**config.mk**
```make
export PLATFORM = sky130hd
export DESIGN_NAME = fpu_div_frac_seq_flat
export DESIGN_NICKNAME = d
export VERILOG_FILES = /design/src/rtl/fpu_div_frac_seq_if.sv /design/src/rtl/fpu_div_frac_seq.sv /design/src/flat_wrapper.sv
export SDC_FILE = /design/constraint.sdc
export NUM_CORES = 1
export LEC_CHECK = 0
export ABC_AREA = 1
export BUFFER_PORTS_ARGS = -buffer_cell sky130_fd_sc_hd__buf_4
export CAP_MARGIN = 25
export CORE_MARGIN = 2
export CORE_UTILIZATION = 45
export DETAILED_ROUTE_END_ITERATION = 6
export PLACE_DENSITY = 0.82
export SYNTH_ARGS = -nofsm -noshare
export SYNTH_HDL_FRONTEND = slang
export SYNTH_SLANG_ARGS = --single-unit
```
**constraint.sdc**
```tcl
create_clock -name rclk -period 1.2 [get_ports rclk]
set_input_delay 0.12 -clock rclk [delete_from_list [all_inputs] [get_ports rclk]]
set_output_delay 0.12 -clock rclk [all_outputs]
set_load 0.01 [all_outputs]
```
**src/rtl/fpu_div_frac_seq_if.sv**
```systemverilog
// rtl/fpu_div_frac_seq_if.sv - divide request/handshake bundle between issue logic and sequencer
interface fpu_div_frac_seq_if;
    logic div_req;
    logic div_dbl;
    logic div_special;
    logic div_kill;
    logic div_ready;
    logic div_done;

    // Issue logic side
    modport master (
        output div_req,
        output div_dbl,
        output div_special,
        output div_kill,
        input  div_ready,
        input  div_done
    );

    // Sequencer side
    modport slave (
        input  div_req,
        input  div_dbl,
        input  div_special,
        input  div_kill,
        output div_ready,
        output div_done
    );
endinterface

```
**src/rtl/fpu_div_frac_seq.sv**
```systemverilog
// rtl/fpu_div_frac_seq.sv - divide-pipe fraction datapath sequencer
module fpu_div_frac_seq #(
    parameter int ITER_DBL = 55,
    parameter int ITER_SNG = 26
) (
    input  logic                      rclk,
    input  logic                      reset,
    fpu_div_frac_seq_if.slave         div_if,
    output logic                      d1stg_step,
    output logic                      d3stg_fdiv,
    output logic                      d4stg_fdiv,
    output logic                      d5stg_fdivb,
    output logic                      d6stg_fdiv,
    output logic                      d6stg_fdivd,
    output logic                      d6stg_fdivs,
    output logic                      div_frac_add_in1_add,
    output logic                      div_frac_add_in1_load,
    output logic                      div_frac_add_in2_load,
    output logic                      div_frac_out_shl1_dbl,
    output logic                      div_frac_out_shl1_sng,
    output logic                      div_frac_out_add,
    output logic                      div_frac_out_load,
    output logic                      fdiv_clken_l
);

    typedef enum logic [3:0] {
        S_IDLE,
        S_D1,
        S_D2,
        S_D3,
        S_D4,
        S_ITER,
        S_D6,
        S_D7,
        S_DONE
    } state_t;

    // Counter holds iterations remaining after the current one, so load N-1
    localparam logic [5:0] LOAD_DBL = 6'(ITER_DBL - 1);
    localparam logic [5:0] LOAD_SNG = 6'(ITER_SNG - 1);

    state_t     state_q, state_d;
    logic [5:0] cnt_q, cnt_d;
    logic       dbl_q, dbl_d;
    logic       special_q, special_d;
    logic       accept;

    assign accept = (state_q == S_IDLE) && div_if.div_req && !div_if.div_kill;

    // State, iteration counter and latched request flags
    always_ff @(posedge rclk) begin
        if (reset) begin
            state_q   <= S_IDLE;
            cnt_q     <= 6'd0;
            dbl_q     <= 1'b0;
            special_q <= 1'b0;
        end else begin
            state_q   <= state_d;
            cnt_q     <= cnt_d;
            dbl_q     <= dbl_d;
            special_q <= special_d;
        end
    end

    // Next-state: fixed stage walk, counted iterations, kill flushes to idle
    always_comb begin
        state_d   = state_q;
        cnt_d     = cnt_q;
        dbl_d     = dbl_q;
        special_d = special_q;
        case (state_q)
            S_IDLE: begin
                if (accept) begin
                    state_d   = S_D1;
                    dbl_d     = div_if.div_dbl;
                    special_d = div_if.div_special;
                end
            end
            S_D1: state_d = S_D2;
            S_D2: state_d = S_D3;
            S_D3: state_d = S_D4;
            S_D4: begin
                if (special_q) begin
                    state_d = S_D6;
                end else begin
                    state_d = S_ITER;
                    cnt_d   = dbl_q ? LOAD_DBL : LOAD_SNG;
                end
            end
            S_ITER: begin
                if (cnt_q == 6'd0) begin
                    state_d = S_D6;
                end else begin
                    cnt_d = cnt_q - 6'd1;
                end
            end
            S_D6:   state_d = S_D7;
            S_D7:   state_d = S_DONE;
            S_DONE: state_d = S_IDLE;
            default: state_d = S_IDLE;
        endcase
        if (div_if.div_kill && (state_q != S_IDLE)) begin
            state_d = S_IDLE;
            cnt_d   = 6'd0;
        end
    end

    // Strobe decode from registered state; everything forced low while in reset
    always_comb begin
        d3stg_fdiv            = 1'b0;
        d4stg_fdiv            = 1'b0;
        d5stg_fdivb           = 1'b0;
        d6stg_fdiv            = 1'b0;
        d6stg_fdivd           = 1'b0;
        d6stg_fdivs           = 1'b0;
        div_frac_add_in1_add  = 1'b0;
        div_frac_add_in1_load = 1'b0;
        div_frac_add_in2_load = 1'b0;
        div_frac_out_shl1_dbl = 1'b0;
        div_frac_out_shl1_sng = 1'b0;
        div_frac_out_add      = 1'b0;
        div_frac_out_load     = 1'b0;
        div_if.div_done       = 1'b0;
        if (!reset) begin
            case (state_q)
                S_D3: d3stg_fdiv = 1'b1;
                S_D4: begin
                    // Result register load here with nothing selected clears it
                    d4stg_fdiv            = 1'b1;
                    div_frac_add_in1_load = 1'b1;
                    div_frac_add_in2_load = 1'b1;
                    div_frac_out_load     = 1'b1;
                end
                S_ITER: begin
                    d5stg_fdivb           = 1'b1;
                    div_frac_add_in1_add  = 1'b1;
                    div_frac_add_in1_load = 1'b1;
                    div_frac_out_load     = 1'b1;
                    div_frac_out_shl1_dbl = dbl_q;
                    div_frac_out_shl1_sng = !dbl_q;
                end
                S_D6: begin
                    d6stg_fdiv            = 1'b1;
                    d6stg_fdivd           = dbl_q;
                    d6stg_fdivs           = !dbl_q;
                    div_frac_add_in1_load = 1'b1;
                    div_frac_add_in2_load = 1'b1;
                end
                S_D7: begin
                    div_frac_out_add  = 1'b1;
                    div_frac_out_load = 1'b1;
                end
                S_DONE: div_if.div_done = 1'b1;
                default: ;
            endcase
        end
    end

    // Operand capture fires in the accept cycle itself
    assign d1stg_step       = accept && !reset;
    assign div_if.div_ready = (state_q == S_IDLE) && !reset;
    assign fdiv_clken_l     = !(reset || (state_q != S_IDLE) || div_if.div_req);

endmodule

```
**src/flat_wrapper.sv**
```systemverilog
// flat-port wrapper written by rule: the top's interface ports become plain ports
module fpu_div_frac_seq_flat 
#(
    parameter int ITER_DBL = 55,
    parameter int ITER_SNG = 26
)
  (rclk, reset, d1stg_step, d3stg_fdiv, d4stg_fdiv, d5stg_fdivb, d6stg_fdiv, d6stg_fdivd, d6stg_fdivs, div_frac_add_in1_add, div_frac_add_in1_load, div_frac_add_in2_load, div_frac_out_shl1_dbl, div_frac_out_shl1_sng, div_frac_out_add, div_frac_out_load, fdiv_clken_l, div_if_div_req, div_if_div_dbl, div_if_div_special, div_if_div_kill, div_if_div_ready, div_if_div_done);
  fpu_div_frac_seq_if div_if_i ();
  input  logic rclk;
  input  logic reset;
  output logic d1stg_step;
  output logic d3stg_fdiv;
  output logic d4stg_fdiv;
  output logic d5stg_fdivb;
  output logic d6stg_fdiv;
  output logic d6stg_fdivd;
  output logic d6stg_fdivs;
  output logic div_frac_add_in1_add;
  output logic div_frac_add_in1_load;
  output logic div_frac_add_in2_load;
  output logic div_frac_out_shl1_dbl;
  output logic div_frac_out_shl1_sng;
  output logic div_frac_out_add;
  output logic div_frac_out_load;
  output logic fdiv_clken_l;
  input wire logic [$bits(div_if_i.div_req)-1:0] div_if_div_req;
  input wire logic [$bits(div_if_i.div_dbl)-1:0] div_if_div_dbl;
  input wire logic [$bits(div_if_i.div_special)-1:0] div_if_div_special;
  input wire logic [$bits(div_if_i.div_kill)-1:0] div_if_div_kill;
  output wire logic [$bits(div_if_i.div_ready)-1:0] div_if_div_ready;
  output wire logic [$bits(div_if_i.div_done)-1:0] div_if_div_done;
  assign div_if_i.div_req = div_if_div_req;
  assign div_if_i.div_dbl = div_if_div_dbl;
  assign div_if_i.div_special = div_if_div_special;
  assign div_if_i.div_kill = div_if_div_kill;
  assign div_if_div_ready = div_if_i.div_ready;
  assign div_if_div_done = div_if_i.div_done;
  fpu_div_frac_seq #(.ITER_DBL(ITER_DBL), .ITER_SNG(ITER_SNG)) u_core (.rclk(rclk), .reset(reset), .div_if(div_if_i), .d1stg_step(d1stg_step), .d3stg_fdiv(d3stg_fdiv), .d4stg_fdiv(d4stg_fdiv), .d5stg_fdivb(d5stg_fdivb), .d6stg_fdiv(d6stg_fdiv), .d6stg_fdivd(d6stg_fdivd), .d6stg_fdivs(d6stg_fdivs), .div_frac_add_in1_add(div_frac_add_in1_add), .div_frac_add_in1_load(div_frac_add_in1_load), .div_frac_add_in2_load(div_frac_add_in2_load), .div_frac_out_shl1_dbl(div_frac_out_shl1_dbl), .div_frac_out_shl1_sng(div_frac_out_shl1_sng), .div_frac_out_add(div_frac_out_add), .div_frac_out_load(div_frac_out_load), .fdiv_clken_l(fdiv_clken_l));
endmodule
```
==> metrics, run 1 <==
Worst Min Path Start=div_if_div_special; Worst VDD drop=between 0.0009 and 0.001 V; Int Power=between 0.9 and 1 mW; Switching Power=0.7075 mW; mux contribution to synthesized area=0%; CP startpoint kind=register; Crit. Startpoint=u_core.state_q[1]; Synth Instances=roughly 130; min Tclk post-route=1.476 ns; Worst-Margin Slew=0.5127 ns; Ys Warns=0; RSZ-0062 raised after global routing=yes; Post-route DRC=0; post-synth top area cell=dfxtp_1; Vias/cell=5.183; worst path required time=1.08 ns; Post-Route Skew=~0.0032 ns; multi-input logic area=654.4 um2; Hold Buf Count CTS=0; 1st-iter DRT viols=18; drt wl/cell=14.12 um; crit path DAT=1.36 ns; routability congestion estimate=~0.84; Flop pwr share=31.3%; # IOs=23; Global Route Usage Sum=between 20% and 30%; combinational power share=48.4%; Placed Instances=183; Area growth, synth to finish=72.81%; Setup Crit Path Kind=reg -> out; Core ar.=approximately 1700 um2; share of cells above drive strength 1=58.14%; H-tree levels=1; die width=46.90 um; most frequent cells in the layout=buf_4 (35), nand2_1 (22), nor2_1 (15); antenna-violating nets left=0; TritonCTS Buffers=3; status=finished with violations; R2R Path Start=u_core.state_q[2]; maxcap violations=0; largest net degree at the start of global routing=18; n_diodes=0; Max-slew headroom=65.79%; dpl cell area=around 1100 um2; FP Rows=15; 1st-pass router iterations=4; Synth Area in XOR/XNOR=1.057%; full die area=2200 um2; final instance area=1431 um2; commonest non-fill, non-tap cell in the layout=buf_4; Leakage=0.6418 nW; post-synthesis sequential area ratio=slightly below 30%; Final Max Slew Viols=0; worst min path class=in -> reg; compound-gate portion of the synthesized area=11.18%; Synth Net Count=135; setup_tns=-5.000 ns; endpoints failing setup=27; Seq. cell area=approximately 260 um2; sw frac=between 40% and 50%; DP Wirelength=1594 um; post-synth top area share=around 29%; grt total ovfl=0; failing checks=setup timing; non-filler cells, final=197; total power=approximately 1.7 mW; Final WS setup=-0.2758 ns; Yosys reg bits=12; Vias=1021; Synth Area in Simple Gates=46.37%; post-synthesis cell area=around 830 um2; Total Nets Final=between 150 and 200; power density over the cells=1186 nW/um2; first-pass GRT wire length=~4000 um; area share of fa/ha/maj cells after synthesis=under 10%; CTS sink cnt=12; Clock Tree Buf Depth=2; Hold Fails Final Rpt=0; Root Buffer=clkbuf_4; Fill cells=about 110; Initial Util=between 40 and 50%; routed wire length=between 2000 and 3000 um; largest family of logic cells by synthesized area=simple AND/OR/NAND/NOR gates; Mean Syn Cell Area=6.522 um2; synth unique cells=25; antenna violations before repair=0; Max Clk Rate=between 600 and 700 MHz; Clk Latency, worst-skew pair=about 0.29 ns; clk slew on worst S/H paths=approximately 0.08 ns; crit path capture type=output pin; number of global-route vias before repair=973; Clock power frac=slightly above 20%; crit-path max FO=3; top area cells in the synthesized netlist=dfxtp_1 (29%), nand2_1 (13%), nor2_1 (10%); port buffer count=22; final period utilization=123.0%; Finished Core Util=82.90%; die height=46.90 um; CTS tree=yes
## final timing paths
path | endpoint | slack [ns] | cells past startpoint
max reg2reg | u_core.cnt_q[3] | -0.21 | 10
max | d6stg_fdivd | -0.28 | 7
min reg2reg | u_core.cnt_q[5] | 0.51 | 2
min | u_core.special_q | 0.12 | 3
## routing by layer
layer	vias to the layer above	GRT usage, %	wire length [um]	share of wire (%)
met5	-	0	0	0
met4	0	11.11	23	0.83
met3	4	4.615	96	3.5
met2	28	54.52	1614	58
met1	490	26.00	1048	38
li1	499	-	-	-
## registers in the layout, summed over array words and instances (netlist names)
name and cells:
u_core.cnt_q 6, u_core.dbl_q 1, u_core.special_q 1, u_core.state_q 4
## through the flow
stage | hold slack (ns) | setup WS (ns)
after floorplan | 0.2907 | 0.004437
after global placement | 0.4119 | -0.06566
after detailed placement | 0.4256 | -0.1092
after CTS | 0.1220 | -0.2027
after global routing | 0.1485 | -0.3420
final | 0.1183 | -0.2758
## cell families after synthesis
group	Yosys count
AO/OA/AOI/OAI	16
AND/OR/NAND/NOR	77
adder cells (fa/ha/maj)	2
buffers and inverters	19
flip-flops	12
XOR/XNOR	1
## timing repair
action,4_1_cts,5_1_grt
hold endpoints to repair,0,0
gates cloned,0,0
endpoints found under the setup margin,28,27
pin swaps,10,12
setup buffers,6,4
gates resized for setup,43,17
## cells in the mapped netlist, drive strengths merged
cell and number:
a21oi 8, dfxtp 12, nand3 10, nor3 6, clkbuf 2, inv 16
nor4 1, or2 1, nor2 27, nand3b 1, ha 2, xnor2 1
buf 1, a211oi 2, o211ai 1, nand2 29, o21ai 5, nand4 2
## power groups by stage
stage | sequential, mW | clock, mW | combinational (mW)
6_report | 0.531 | 0.345 | 0.821
5_1_grt | 0.535 | 0.361 | 0.883
4_1_cts | 0.518 | 0.339 | 0.709
3_5_place_dp | 0.497 | 0 | 0.584
3_3_place_gp | 0.494 | 0 | 0.571
2_1_floorplan | 0.494 | 0 | 0.376
## worst max-delay path, cell delays in order, from the launching register on
cell and delay (ns):
dfxtp_4 0.40, inv_4 0.05, nor2_4 0.12, nand2_4 0.08
nor2_4 0.13, inv_2 0.06, nor2_1 0.09, buf_4 0.13
## layout make-up
class / count / area share, %
inverter: 16 / 5.070
multi-input combinational: 96 / 45.72
timing repair buffer: 44 / 26.66
clock buffer: 4 / 2.535
tap: 25 / 2.185
sequential: 12 / 17.83
No activity file was read; power rests on OpenSTA's default activity.
==> run 2: changes to the inputs <==
Settings changed: GPL_TIMING_DRIVEN set to 0.
==> metrics, run 2 (same netlist as run 1, synthesis figures left out) <==
antenna-violating nets left=0 (unchanged); DP Wirelength=1466 um (was 1594 um); Post-route DRC=0 (unchanged); routed wire length=2781 um (was 2782 um); crit path DAT=1.28 ns (was 1.36 ns); worst reg-to-reg setup slack=-0.18 ns (was -0.21 ns); failing checks=setup timing (unchanged); H-tree levels=1 (unchanged); non-filler cells, final=191 (was 197); drt wl/cell=14.56 um (was 14.12 um); Initial Util=47.97% (unchanged); Max Clk Rate=712.4 MHz (was 677.6 MHz); first-pass GRT wire length=3877 um (was 4091 um); Worst VDD drop=0.0009980 V (was 0.0009463 V); CTS tree=yes (unchanged); Post-Route Skew=0.002660 ns (was 0.003250 ns); RSZ-0062 raised after global routing=yes (unchanged); worst path required time=1.08 ns (about the same); crit path capture type=output pin (unchanged); maxcap violations=0 (unchanged); power density over the cells=1221 nW/um2 (was 1186 nW/um2); Clock Tree Buf Depth=2 (unchanged); # IOs=23 (unchanged); TritonCTS Buffers=3 (unchanged); antenna violations before repair=0 (unchanged); min Tclk post-route=1.404 ns (was 1.476 ns); clk slew on worst S/H paths=0.07 ns (was 0.08 ns); sw frac=43.26% (was 41.69%); Clock power frac=15.0% (was 20.3%); final instance area=1393 um2 (was 1431 um2); Hold Buf Count CTS=0 (unchanged); Total Nets Final=176 (was 181); Vias=1009 (was 1021); Fill cells=113 (was 109); 1st-pass router iterations=4 (unchanged); biggest regs=u_core.cnt_q (6), u_core.state_q (4) (unchanged); port buffer count=21 (was 22); Hold Fails Final Rpt=0 (unchanged); CP startpoint kind=register (unchanged); total power=1.701 mW (was 1.697 mW); Placed Instances=173 (was 183); Final Max Slew Viols=0 (unchanged); Vias/cell=5.283 (was 5.183); die height=46.90 um (unchanged); n_diodes=0 (unchanged); full die area=2200 um2 (unchanged); Area growth, synth to finish=68.13% (was 72.81%); largest net degree at the start of global routing=11 (was 18); number of global-route vias before repair=982 (was 973); Max-slew headroom=69.00% (was 65.79%); status=finished with violations (unchanged); crit-path max FO=4 (was 3); Clk Latency, worst-skew pair=0.27 ns (was 0.29 ns); max reg flops=6 (unchanged); die width=46.90 um (unchanged); Flop pwr share=32.0% (was 31.3%); combinational power share=53.1% (was 48.4%); share of cells above drive strength 1=61.45% (was 58.14%); Leakage=0.6218 nW (was 0.6418 nW); Root Buffer=clkbuf_4 (unchanged); Final WS setup=-0.2036 ns (was -0.2758 ns); Core ar.=1727 um2 (unchanged); Worst-Margin Slew=0.4650 ns (was 0.5127 ns); grt total ovfl=0 (unchanged); 1st-iter DRT viols=24 (was 18); worst min path class=in -> reg (unchanged); final hold slack=0.1410 ns (was 0.1183 ns); Global Route Usage Sum=23.98% (was 26.89%); final period utilization=117.0% (was 123.0%); Int Power=0.9651 mW (was 0.9895 mW); worst slack, placed=-0.1745 ns (was -0.1092 ns); CTS sink cnt=12 (unchanged); Most flops, register=u_core.cnt_q (unchanged); FP Rows=15 (unchanged); routability congestion estimate=0.8440 (was 0.8372); commonest non-fill, non-tap cell in the layout=buf_4 (unchanged); Setup Crit Path Kind=reg -> out (unchanged); most frequent cells in the layout=buf_4 (29), nand2_1 (18), nor2_1 (12) (was buf_4 (35), nand2_1 (22), nor2_1 (15)); dpl cell area=1020 um2 (was 1102 um2); endpoints failing setup=27 (unchanged); Switching Power=0.7358 mW (was 0.7075 mW)
run 2: changes by cell type in the layout (fill, tap and decap cells not counted), moves of 2 or more:
cell     delta
buf_12      -2
buf_4       -6
ha_1        -2
ha_2        +2
inv_2       -2
inv_4       +3
nand2_1     -4
nand2_2     +4
nor2_1      -3
nor2_4      +3
run 2: per-layer routing:
layer  track usage, %  part of all wire [%]
met5                0                     0
met4            2.222                  0.83
met3            8.077                   4.5
met2            47.95                    56
met1            24.59                    39
run 2: what timing repair did:
action,CTS,global route
setup buffers,12,3
cloned,0,0
pin swaps,10,12
gates resized for setup,42,35
endpoints found under the setup margin,27,28
run 2: power groups by stage:
stage	combinational [mW]	sequential [mW]	clock [mW]
after floorplan	0.376	0.494	0
after global placement	0.482	0.505	0
after detailed placement	0.496	0.506	0
after CTS	0.668	0.528	0.252
after global routing	0.965	0.547	0.268
final	0.903	0.544	0.255
run 2: cell type report:
cell class	count	area (um2)	share of cell area, %
sequential	12	257.7	18.51
inverter	16	75.07	5.391
timing repair buffer	36	296.5	21.29
buffer	3	20.02	1.438
tap	25	31.28	2.246
clock buffer	3	22.52	1.617
multi-input combinational	96	689.4	49.51
run 2: through the flow:
step,utilization [%],setup TNS (ns)
3_5_place_dp,59.06,-1.887
5_1_grt,80.65,-5.187
3_3_place_gp,59.06,-1.558
6_report,80.65,-3.606
4_1_cts,72.39,-2.803
2_1_floorplan,-,0
run 2: path summary, 6_finish.rpt:
| path | from | to | cells after the start |
|---|---|---|---|
| max | u_core.state_q[1] | d6stg_fdivd | 7 |
| min | div_if_div_dbl | u_core.dbl_q | 3 |
| max reg2reg | u_core.state_q[1] | u_core.cnt_q[2] | 9 |
| min reg2reg | u_core.cnt_q[1] | u_core.cnt_q[1] | 2 |
run 2: critical path: stages, from the launching register on:
cell and delay, ns:
dfxtp_4 0.41, inv_4 0.05, nor2_4 0.11, nand2_4 0.07, nor2_4 0.09, inv_2 0.05
nor2_2 0.10, buf_4 0.12
==> run 3: changes to the inputs <==
Settings changed: CELL_PAD_IN_SITES_DETAIL_PLACEMENT set to 2, CELL_PAD_IN_SITES_GLOBAL_PLACEMENT set to 2, CORE_UTILIZATION 45 to 23, PLACE_DENSITY 0.82 to 0.8.
==> metrics, run 3 (same netlist as run 1, synthesis figures left out) <==
status=finished with violations (unchanged); failing checks=setup timing (unchanged); max reg flops=6 (unchanged); Max-slew headroom=69.81% (was 69.00%); share of cells above drive strength 1=55.49% (was 61.45%); H-tree levels=1 (unchanged); CP startpoint kind=register (unchanged); routability congestion estimate=0.7567 (was 0.8440); non-filler cells, final=219 (was 191); Worst-Margin Slew=0.4529 ns (was 0.4650 ns); worst path required time=1.08 ns (about the same); Area growth, synth to finish=70.85% (was 68.13%); Hold Fails Final Rpt=0 (unchanged); final period utilization=127.2% (was 117.0%); Total Nets Final=183 (was 176); 1st-iter DRT viols=27 (was 24); combinational power share=52.9% (was 53.1%); Global Route Usage Sum=15.38% (was 23.98%); final instance area=1415 um2 (was 1393 um2); maxcap violations=0 (unchanged); die width=64.01 um (was 46.90 um); Max Clk Rate=655.3 MHz (was 712.4 MHz); Final WS setup=-0.3259 ns (was -0.2036 ns); Clk Latency, worst-skew pair=0.30 ns (was 0.27 ns); largest net degree at the start of global routing=11 (unchanged); min Tclk post-route=1.526 ns (was 1.404 ns); RSZ-0062 raised after global routing=yes (unchanged); 1st-pass router iterations=4 (unchanged); power density over the cells=1255 nW/um2 (was 1221 nW/um2); grt total ovfl=0 (unchanged); Finished Core Util=41.75% (was 80.65%); Int Power=0.9764 mW (was 0.9651 mW); worst min path class=in -> reg (unchanged); Hold Buf Count CTS=0 (unchanged); Clock Tree Buf Depth=2 (unchanged); most frequent cells in the layout=buf_4 (36), nand2_1 (21), nor2_1 (13) (was buf_4 (29), nand2_1 (18), nor2_1 (12)); CTS sink cnt=12 (unchanged); crit path capture type=output pin (unchanged); DP Wirelength=2165 um (was 1466 um); sw frac=45.00% (was 43.26%); clk slew on worst S/H paths=0.09 ns (was 0.07 ns); Vias=1029 (was 1009); TritonCTS Buffers=3 (unchanged); first-pass GRT wire length=4995 um (was 3877 um); biggest regs=u_core.cnt_q (6), u_core.state_q (4) (unchanged); Most flops, register=u_core.cnt_q (unchanged); Flop pwr share=30.3% (was 32.0%); Worst VDD drop=0.0004984 V (was 0.0009980 V); antenna violations before repair=0 (unchanged); Core ar.=3390 um2 (was 1727 um2); Clock power frac=16.7% (was 15.0%); port buffer count=21 (unchanged); Leakage=0.6661 nW (was 0.6218 nW); Root Buffer=clkbuf_4 (unchanged); routed wire length=3910 um (was 2781 um); setup_tns=-5.727 ns (was -3.606 ns); full die area=4097 um2 (was 2200 um2); n_diodes=0 (unchanged); Post-Route Skew=0.001539 ns (was 0.002660 ns); drt wl/cell=17.85 um (was 14.56 um); Vias/cell=4.699 (was 5.283); Switching Power=0.7989 mW (was 0.7358 mW); Initial Util=24.44% (was 47.97%); CTS tree=yes (unchanged); die height=64.01 um (was 46.90 um); endpoints failing setup=29 (was 27); # IOs=23 (unchanged); Post-route DRC=0 (unchanged); number of global-route vias before repair=1068 (was 982); crit-path max FO=5 (was 4); Setup Crit Path Kind=reg -> out (unchanged); antenna-violating nets left=0 (unchanged); crit path DAT=1.41 ns (was 1.28 ns); dpl cell area=1046 um2 (was 1020 um2); Final Max Slew Viols=0 (unchanged); FP Rows=21 (was 15); Placed Instances=194 (was 173); commonest non-fill, non-tap cell in the layout=buf_4 (unchanged)
## run 3: cell count changes in the layout (fill, tap and decap cells not counted), moves of 3 or more
cell,change
nand2_4,+3
buf_4,+7
nand2_1,+3
nand2_2,-5
## run 3: layer usage
| layer | GRT usage, % | wire (um) | part of all wire [%] | vias to the layer above |
|---|---|---|---|---|
| li1 | - | - | - | 507 |
| met1 | 18.00 | 1541 | 39 | 499 |
| met2 | 27.73 | 2230 | 57 | 18 |
| met3 | 3.169 | 78 | 2.0 | 5 |
| met4 | 4.891 | 59 | 1.5 | 0 |
| met5 | 0 | 0 | 0 | - |
## run 3: critical path, cell delays in order (launching register included)
cell	delay, ns
dfxtp_4	0.39
inv_4	0.05
nor2_8	0.14
nand2_4	0.08
nor2_4	0.11
inv_2	0.07
nor2_1	0.12
buf_4	0.14
## run 3: timing repair
action,in CTS,in global routing
gates cloned,0,1
buffers inserted,6,15
endpoints found under the setup margin,29,29
pin swaps,5,13
gates resized for setup,29,32
## run 3: power by group through the flow
stage	combinational, mW	sequential, mW	clock, mW
finish	0.940	0.539	0.297
detailed placement	0.524	0.509	0
global route	1.02	0.544	0.323
CTS	0.612	0.533	0.267
global placement	0.501	0.509	0
floorplan	0.376	0.494	0
## run 3: final timing paths
check / start / to / slack (ns) / depth (start not counted)
min reg2reg: u_core.cnt_q[0] / u_core.cnt_q[0] / 0.50 / 2
min: div_if_div_dbl / u_core.dbl_q / 0.10 / 3
max reg2reg: u_core.state_q[0] / u_core.special_q / -0.27 / 7
max: u_core.state_q[2] / d6stg_fdivd / -0.33 / 7
## run 3: area by class of cell
class | count | area (um2)
Buffer | 3 | 20.02
Clock buffer | 3 | 22.52
Fill cell | 401 | 1974
Inverter | 16 | 70.07
Multi-Input combinational cell | 97 | 649.4
Sequential cell | 12 | 257.7
Tap cell | 46 | 57.56
Timing Repair Buffer | 42 | 337.8
## run 3: per-stage QoR
step	hold WS [ns]	worst slack [ns]	power, mW
after global placement	0.4263	-0.2467	1.010
after detailed placement	0.4338	-0.2841	1.033
after floorplan	0.2907	0.004437	0.8697
after CTS	0.1377	-0.2633	1.412
final	0.1002	-0.3259	1.775
after global routing	0.1358	-0.3953	1.885
